$ cat config.mk
export PLATFORM = sky130hd
export DESIGN_NAME = video_ts_render_flat
export DESIGN_NICKNAME = d
export VERILOG_FILES = /design/src/rtl/video_ts_render_if.sv /design/src/rtl/video_ts_render.sv /design/src/flat_wrapper.sv
export SDC_FILE = /design/constraint.sdc
export NUM_CORES = 1
export LEC_CHECK = 0
export ABC_AREA = 0
export BUFFER_PORTS_ARGS = -buffer_cell sky130_fd_sc_hd__clkbuf_2
export CAP_MARGIN = 20
export CORE_MARGIN = 2
export CORE_UTILIZATION = 54
export CTS_CLUSTER_DIAMETER = 150
export DETAILED_ROUTE_END_ITERATION = 7
export HOLD_SLACK_MARGIN = 0.06
export PLACE_DENSITY = 0.85
export SYNTH_ARGS = -nofsm -noshare
export SYNTH_HDL_FRONTEND = slang
export SYNTH_SLANG_ARGS = --single-unit
export TNS_END_PERCENT = 100
$ cat constraint.sdc
create_clock -name clk -period 3.95 [get_ports clk]
set_input_delay 0.1975 -clock clk [delete_from_list [all_inputs] [get_ports clk]]
set_output_delay 0.1975 -clock clk [all_outputs]
set_load 0.01 [all_outputs]
$ cat src/rtl/video_ts_render_if.sv
// Renderer bus: task from the TSU, DRAM graphics fetch port and TS line-buffer write port.
// master is the surrounding system, slave is the renderer.
interface video_ts_render_if;
    logic        tsr_go;
    logic [5:0]  tsr_addr;
    logic [8:0]  tsr_line;
    logic [7:0]  tsr_page;
    logic [8:0]  tsr_x;
    logic [2:0]  tsr_xs;
    logic        tsr_xf;
    logic [3:0]  tsr_pal;
    logic        tsr_rdy;
    logic [20:0] dram_addr;
    logic        dram_req;
    logic        dram_next;
    logic [15:0] dram_rdata;
    logic        lb_we;
    logic [8:0]  lb_addr;
    logic [7:0]  lb_data;

    modport master (
        output tsr_go, tsr_addr, tsr_line, tsr_page, tsr_x, tsr_xs, tsr_xf, tsr_pal,
        output dram_next, dram_rdata,
        input  tsr_rdy, dram_addr, dram_req, lb_we, lb_addr, lb_data
    );

    modport slave (
        input  tsr_go, tsr_addr, tsr_line, tsr_page, tsr_x, tsr_xs, tsr_xf, tsr_pal,
        input  dram_next, dram_rdata,
        output tsr_rdy, dram_addr, dram_req, lb_we, lb_addr, lb_data
    );
endinterface

$ cat src/rtl/video_ts_render.sv
// Tile/sprite renderer: fetches 4bpp graphics words, serialises 1 px/clk and writes
// opaque pixels tagged with the palette into the TS line buffer.
module video_ts_render #(
    parameter int LINE_PIX = 360
) (
    input logic             clk,
    input logic             res,
    video_ts_render_if.slave bus
);
    localparam logic [8:0] LINE_LIM = 9'(LINE_PIX);

    typedef enum logic [1:0] {IDLE, FETCH, DRAIN} state_t;
    state_t state, state_nxt;

    logic [13:0] base;
    logic [6:0]  col;
    logic [4:0]  words_left;
    logic        xf;
    logic [3:0]  pal;
    logic [8:0]  pix_x;
    logic [15:0] hold;
    logic        hold_full;
    logic [15:0] sr;
    logic [1:0]  sr_left;
    logic        req;
    logic        accept, dram_ack, emit_sr, emit_ld;
    logic [3:0]  pix;

    assign accept   = bus.tsr_go && (state == IDLE);
    assign dram_ack = req && bus.dram_next;
    // The serialiser drains its own shift register first, then reloads from the holding buffer.
    assign emit_sr  = (sr_left != 2'd0);
    assign emit_ld  = (sr_left == 2'd0) && hold_full;
    assign pix      = emit_sr ? sr[15:12] : hold[15:12];

    always_comb begin
        state_nxt     = state;
        req           = 1'b0;
        bus.tsr_rdy   = 1'b0;
        case (state)
            IDLE: begin
                bus.tsr_rdy = 1'b1;
                if (bus.tsr_go) state_nxt = FETCH;
            end
            FETCH: begin
                req = !hold_full;
                if (dram_ack && words_left == 5'd1) state_nxt = DRAIN;
            end
            DRAIN: begin
                // Nothing left to emit: the pixel now on lb_* is the last one.
                if (!hold_full && !emit_sr) state_nxt = IDLE;
            end
            default: state_nxt = IDLE;
        endcase
        bus.dram_req  = req;
        bus.dram_addr = {base, col};
    end

    always_ff @(posedge clk) begin
        if (res) begin
            state       <= IDLE;
            base        <= '0;
            col         <= '0;
            words_left  <= '0;
            xf          <= 1'b0;
            pal         <= '0;
            pix_x       <= '0;
            hold        <= '0;
            hold_full   <= 1'b0;
            sr          <= '0;
            sr_left     <= '0;
            bus.lb_we   <= 1'b0;
            bus.lb_addr <= '0;
            bus.lb_data <= '0;
        end else begin
            state <= state_nxt;
            if (accept) begin
                base       <= {bus.tsr_page + {5'b0, bus.tsr_line[8:6]}, bus.tsr_line[5:0]};
                // X-flip walks the columns backwards starting from the last word.
                col        <= {bus.tsr_addr, 1'b0} + (bus.tsr_xf ? {3'b0, bus.tsr_xs, 1'b1} : 7'd0);
                words_left <= {({1'b0, bus.tsr_xs} + 4'd1), 1'b0};
                xf         <= bus.tsr_xf;
                pal        <= bus.tsr_pal;
                pix_x      <= bus.tsr_x;
            end
            if (dram_ack) begin
                // Store nibbles in emission order, first pixel in [15:12].
                hold       <= xf ? {bus.dram_rdata[11:8], bus.dram_rdata[15:12],
                                    bus.dram_rdata[3:0],  bus.dram_rdata[7:4]}
                                 : {bus.dram_rdata[7:0],  bus.dram_rdata[15:8]};
                hold_full  <= 1'b1;
                words_left <= words_left - 5'd1;
                col        <= xf ? col - 7'd1 : col + 7'd1;
            end
            if (emit_ld) begin
                hold_full <= 1'b0;
                sr        <= {hold[11:0], 4'h0};
                sr_left   <= 2'd3;
            end else if (emit_sr) begin
                sr        <= {sr[11:0], 4'h0};
                sr_left   <= sr_left - 2'd1;
            end
            if (emit_ld || emit_sr) begin
                bus.lb_we   <= (pix != 4'h0) && (pix_x < LINE_LIM);
                bus.lb_addr <= pix_x;
                bus.lb_data <= {pal, pix};
                pix_x       <= pix_x + 9'd1;
            end else begin
                bus.lb_we   <= 1'b0;
            end
        end
    end
endmodule

$ cat src/flat_wrapper.sv
// flat-port wrapper written by rule: the top's interface ports become plain ports
module video_ts_render_flat 
#(
    parameter int LINE_PIX = 360
)
  (clk, res, bus_tsr_go, bus_tsr_addr, bus_tsr_line, bus_tsr_page, bus_tsr_x, bus_tsr_xs, bus_tsr_xf, bus_tsr_pal, bus_dram_next, bus_dram_rdata, bus_tsr_rdy, bus_dram_addr, bus_dram_req, bus_lb_we, bus_lb_addr, bus_lb_data);
  video_ts_render_if bus_i ();
  input logic clk;
  input logic res;
  input wire logic [$bits(bus_i.tsr_go)-1:0] bus_tsr_go;
  input wire logic [$bits(bus_i.tsr_addr)-1:0] bus_tsr_addr;
  input wire logic [$bits(bus_i.tsr_line)-1:0] bus_tsr_line;
  input wire logic [$bits(bus_i.tsr_page)-1:0] bus_tsr_page;
  input wire logic [$bits(bus_i.tsr_x)-1:0] bus_tsr_x;
  input wire logic [$bits(bus_i.tsr_xs)-1:0] bus_tsr_xs;
  input wire logic [$bits(bus_i.tsr_xf)-1:0] bus_tsr_xf;
  input wire logic [$bits(bus_i.tsr_pal)-1:0] bus_tsr_pal;
  input wire logic [$bits(bus_i.dram_next)-1:0] bus_dram_next;
  input wire logic [$bits(bus_i.dram_rdata)-1:0] bus_dram_rdata;
  output wire logic [$bits(bus_i.tsr_rdy)-1:0] bus_tsr_rdy;
  output wire logic [$bits(bus_i.dram_addr)-1:0] bus_dram_addr;
  output wire logic [$bits(bus_i.dram_req)-1:0] bus_dram_req;
  output wire logic [$bits(bus_i.lb_we)-1:0] bus_lb_we;
  output wire logic [$bits(bus_i.lb_addr)-1:0] bus_lb_addr;
  output wire logic [$bits(bus_i.lb_data)-1:0] bus_lb_data;
  assign bus_i.tsr_go = bus_tsr_go;
  assign bus_i.tsr_addr = bus_tsr_addr;
  assign bus_i.tsr_line = bus_tsr_line;
  assign bus_i.tsr_page = bus_tsr_page;
  assign bus_i.tsr_x = bus_tsr_x;
  assign bus_i.tsr_xs = bus_tsr_xs;
  assign bus_i.tsr_xf = bus_tsr_xf;
  assign bus_i.tsr_pal = bus_tsr_pal;
  assign bus_i.dram_next = bus_dram_next;
  assign bus_i.dram_rdata = bus_dram_rdata;
  assign bus_tsr_rdy = bus_i.tsr_rdy;
  assign bus_dram_addr = bus_i.dram_addr;
  assign bus_dram_req = bus_i.dram_req;
  assign bus_lb_we = bus_i.lb_we;
  assign bus_lb_addr = bus_i.lb_addr;
  assign bus_lb_data = bus_i.lb_data;
  video_ts_render #(.LINE_PIX(LINE_PIX)) u_core (.clk(clk), .res(res), .bus(bus_i));
endmodule
==> qor.txt <==
DIE
---------------------------------------------------------------------------------
Die area ........................................................... 0.00889 sq mm
Die H .............................................................. 94.3 microns
CORE AREA .......................................................... 0.00781 sq mm
Die extent in x .................................................... 94.3 microns
Number of I/O pins .................................................          101
Placement row count ................................................           32
Starting density of the core .......................................        56.4%

GLOBAL ROUTING
---------------------------------------------------------------------------------
GRT Overall Usage ..................................................        24.5%
Global-route congestion overflow total .............................            0
Pin count of the biggest net entering global routing ...............           48
Number of global-route vias before repair ..........................        3,727
Wire length of the first global-routing pass ....................... 17,400 microns
Antenna violations before repair ...................................            0

CLOCK NETWORK
---------------------------------------------------------------------------------
Clock tree sinks ...................................................           91
CTS tree ...........................................................          yes
CTS clock-pin slew for the worst setup and hold paths ..............      0.10 ns
Maximum number of buffers from clock root to sink ..................            2
H-tree levels ......................................................            3
Clock insertion delay at the later pin of the skew report ..........      0.37 ns
Clock root cell ....................................................     clkbuf_8
Number of buffers added for setup after CTS ........................            0
TritonCTS Buffers ..................................................            9
Resize count post-CTS ..............................................            0

PWR
---------------------------------------------------------------------------------
Leak pwr ...........................................................   0.00216 uW
Share of total power in combinational logic ........................        30.5%
P_int ..............................................................      1630 uW
Switching share of power ...........................................        37.0%
Peak VDD IR ........................................................   0.000221 V
Clock share of power ...............................................        23.7%
Sequential cell fraction of total power ............................        45.8%
Total power per unit cell area .....................................  495 mW/mm^2
P_sw ...............................................................       957 uW

SYNTHESIS
---------------------------------------------------------------------------------
Mapped Area ........................................................ 0.00440 sq mm
Synth top area share ...............................................        41.4%
Synthesis warning total ............................................            0
Async set-reset flop share out of synthesis ........................           0%
Biggest area contributors in the synthesized netlist ............... dfxtp_1 (41%), mux2i_1 (7.5%), a211oi_1 (7.2%)
Leading post-synthesis cells by instance count ..................... dfxtp_1 (91), nand2_1 (69), nor2_1 (68)
Synth Net Count ....................................................          595
Number of enable flip-flop cells after synthesis ...................            0
Post-synthesis cell type count .....................................           48
Flop and latch count out of synthesis ..............................           91
Synthesized instance count .........................................          516
Average cell area after synthesis ..................................   8.53 sq um
Top flip-flop cell by instance count after synthesis ...............      dfxtp_1
Post-synthesis sequential area ratio ...............................        41.4%
Post-synth top area cell ...........................................      dfxtp_1
Library cell with the highest instance count after synthesis .......      dfxtp_1

TIMING
---------------------------------------------------------------------------------
Final Hold Viols ...................................................            0
Unrepaired setup endpoints after global routing ....................           no
Measured slew at the worst slew-check pin ..........................      1.08 ns
Post-route minimum period ..........................................      2.49 ns
Max-slew violation count ...........................................            0
Maximum clock frequency ............................................      401 MHz
Setup slack of the critical path after layout ......................      1.46 ns
Count of final setup violators .....................................            0
Slew Limit Headroom ................................................        27.9%
Aggregate negative setup slack .....................................         0 ns
Part of the cycle the worst path needs .............................        63.1%
Setup clock skew after layout ......................................    0.0152 ns

SETUP PATH
---------------------------------------------------------------------------------
Stage delay of the slowest cell on the critical path ...............      0.87 ns
Critical path fanouts, max .........................................           22
Data arrival, critical path ........................................      2.73 ns
Critical-path top delay cell .......................................    nand4bb_1
Endpoint type of the worst setup path ..............................         flop
Worst path cell trace .............................................. nand4bb_1 > nand2_1 > o21ai_1 > a221oi_1 > nor2_1
Setup Crit Path Kind ...............................................   reg -> reg
Nature of the critical path startpoint .............................         flop
Required time of the critical path .................................      4.19 ns

PLACED DESIGN
---------------------------------------------------------------------------------
Last weighted congestion value of the routability-driven placer ....        0.859
DP Wirelength ...................................................... 7350 microns
Number of buffers inserted by port buffering .......................          100
Post-placement setup slack .........................................      1.32 ns

FINISH
---------------------------------------------------------------------------------
Fraction of final layout cells with drive strength greater than 1 ..        21.0%
Synthesis-to-layout area growth ....................................        18.7%
Number of diodes ...................................................            0
Number of nets in the finished design ..............................          688
Final core utilization .............................................        66.9%

DRT
---------------------------------------------------------------------------------
Via density per instance ...........................................         5.55
DRT iter0 DRCs .....................................................          221
Total DRC errors in the routed layout ..............................            0
Total Wirelength ................................................... 10,800 microns
Detailed route wirelength on metal2 ................................ 5130 microns
Via total after detailed routing ...................................        3,975
Top sig layer ......................................................         met4
Post-detailed-route count of antenna-violating nets ................            0
Post-detailed-route wirelength per cell ............................ 15.0 microns
Number of optimization iterations in the first detailed-route pass .            5
Detailed-route wire length on metal 1 .............................. 4860 microns
Routed wl met3 .....................................................  455 microns

JOB
---------------------------------------------------------------------------------
Number of max-capacitance violations reported ......................            0

HOLD PATH
---------------------------------------------------------------------------------
Type of the most critical hold path ................................    in -> reg

RUN STATUS
---------------------------------------------------------------------------------
Outcome ............................................................ complete, no violations

-- layout by cell type (no fill, tap or decap), drive strengths merged, types with 2 or more instances in the layout --
| cell | n |
|---|---|
| a211oi | 42 |
| a21o | 3 |
| a21oi | 46 |
| a221oi | 4 |
| a31oi | 5 |
| and2 | 4 |
| and3 | 4 |
| buf | 7 |
| clkbuf | 109 |
| clkinv | 2 |
| dfxtp | 91 |
| dlygate4sd3 | 9 |
| fa | 3 |
| ha | 16 |
| inv | 17 |
| mux2i | 33 |
| nand2 | 69 |
| nand2b | 6 |
| nand4 | 4 |
| nor2 | 69 |
| nor2b | 3 |
| nor3 | 4 |
| nor3b | 4 |
| nor4 | 2 |
| o21ai | 21 |
| o21bai | 2 |
| o22ai | 2 |
| o31ai | 2 |
| xnor2 | 7 |
| xor2 | 9 |
-- routing by layer --
metal / global-route usage [%] / vias up
li1: - / 2003
met1: 31.4 / 1837
met2: 41.2 / 109
met3: 3.85 / 26
met4: 10.1 / 0
met5: 0 / -
-- cell families after synthesis --
| group | synth area share, % |
|---|---|
| AOI/OAI and AO/OA | 19.1 |
| DFF | 41.4 |
| xor gates and xnor gates | 3.18 |
| adders and majority gates | 5.91 |
| buffers and inverters | 4.83 |
| and+or+nand+nor | 18.1 |
| muxes | 7.51 |
-- power groups by stage --
stage	Combinational (uW)	Clock (uW)	Sequential, uW
6_report	787	614	1180
5_1_grt	882	661	1200
4_1_cts	780	616	1180
3_5_place_dp	767	0	1200
3_3_place_gp	738	0	1190
2_1_floorplan	546	0	1190
-- repair_timing --
action / in CTS / in global routing
endpoints found under the hold margin: 9 / 0
setup endpoints to repair: 0 / 0
hold buffers: 9 / 0
-- state kept, by name, indices dropped and copies added (netlist names) --
signal / cells
u_core.base: 14
u_core.bus.lb_addr: 9
u_core.bus.lb_data: 8
u_core.bus.lb_we: 1
u_core.col: 7
u_core.hold: 16
u_core.hold_full: 1
u_core.pal: 4
u_core.pix_x: 9
u_core.sr: 12
u_core.sr_left: 2
u_core.state: 2
u_core.words_left: 5
u_core.xf: 1
-- metrics by stage --
stage | total power, uW | hold WS (ns) | area, sq um | cells
3_3_place_gp | 1930 | 0.422 | 4920 | 690
6_report | 2580 | 0.0945 | 5220 | 716
4_1_cts | 2580 | 0.0829 | 5190 | 715
2_1_floorplan | 1740 | 0.333 | 4400 | 516
3_5_place_dp | 1970 | 0.427 | 4920 | 690
5_1_grt | 2750 | 0.106 | 5220 | 716
-- worst max-delay path, delay by kind of cell, from the launching register on --
| family | cells | cell delay [ns] |
|---|---|---|
| AND/OR/NAND/NOR | 3 | 1.28 |
| AO/OA/AOI/OAI | 2 | 0.42 |
| flip-flops | 1 | 0.67 |
-- final cells by class --
class / instances / area [sq um]
multi-input combinational: 378 / 2370
tap: 102 / 128
clock buffer: 9 / 124
timing repair buffer: 116 / 663
clock inverter: 7 / 65.1
sequential: 91 / 1820
inverter: 13 / 48.8
fill: 668 / 2580
-- path summary, 6_finish.rpt --
check	depth (start not counted)	slack (ns)	from	to
max	5	1.46	u_core.hold_full	u_core.words_left[3]
min	3	0.09	bus_tsr_line[3]	u_core.base[3]
max reg2reg	5	1.46	u_core.hold_full	u_core.words_left[3]
min reg2reg	2	0.46	u_core.bus.lb_addr[5]	u_core.bus.lb_addr[5]
Note: power is estimated with default switching activity, not from simulation.
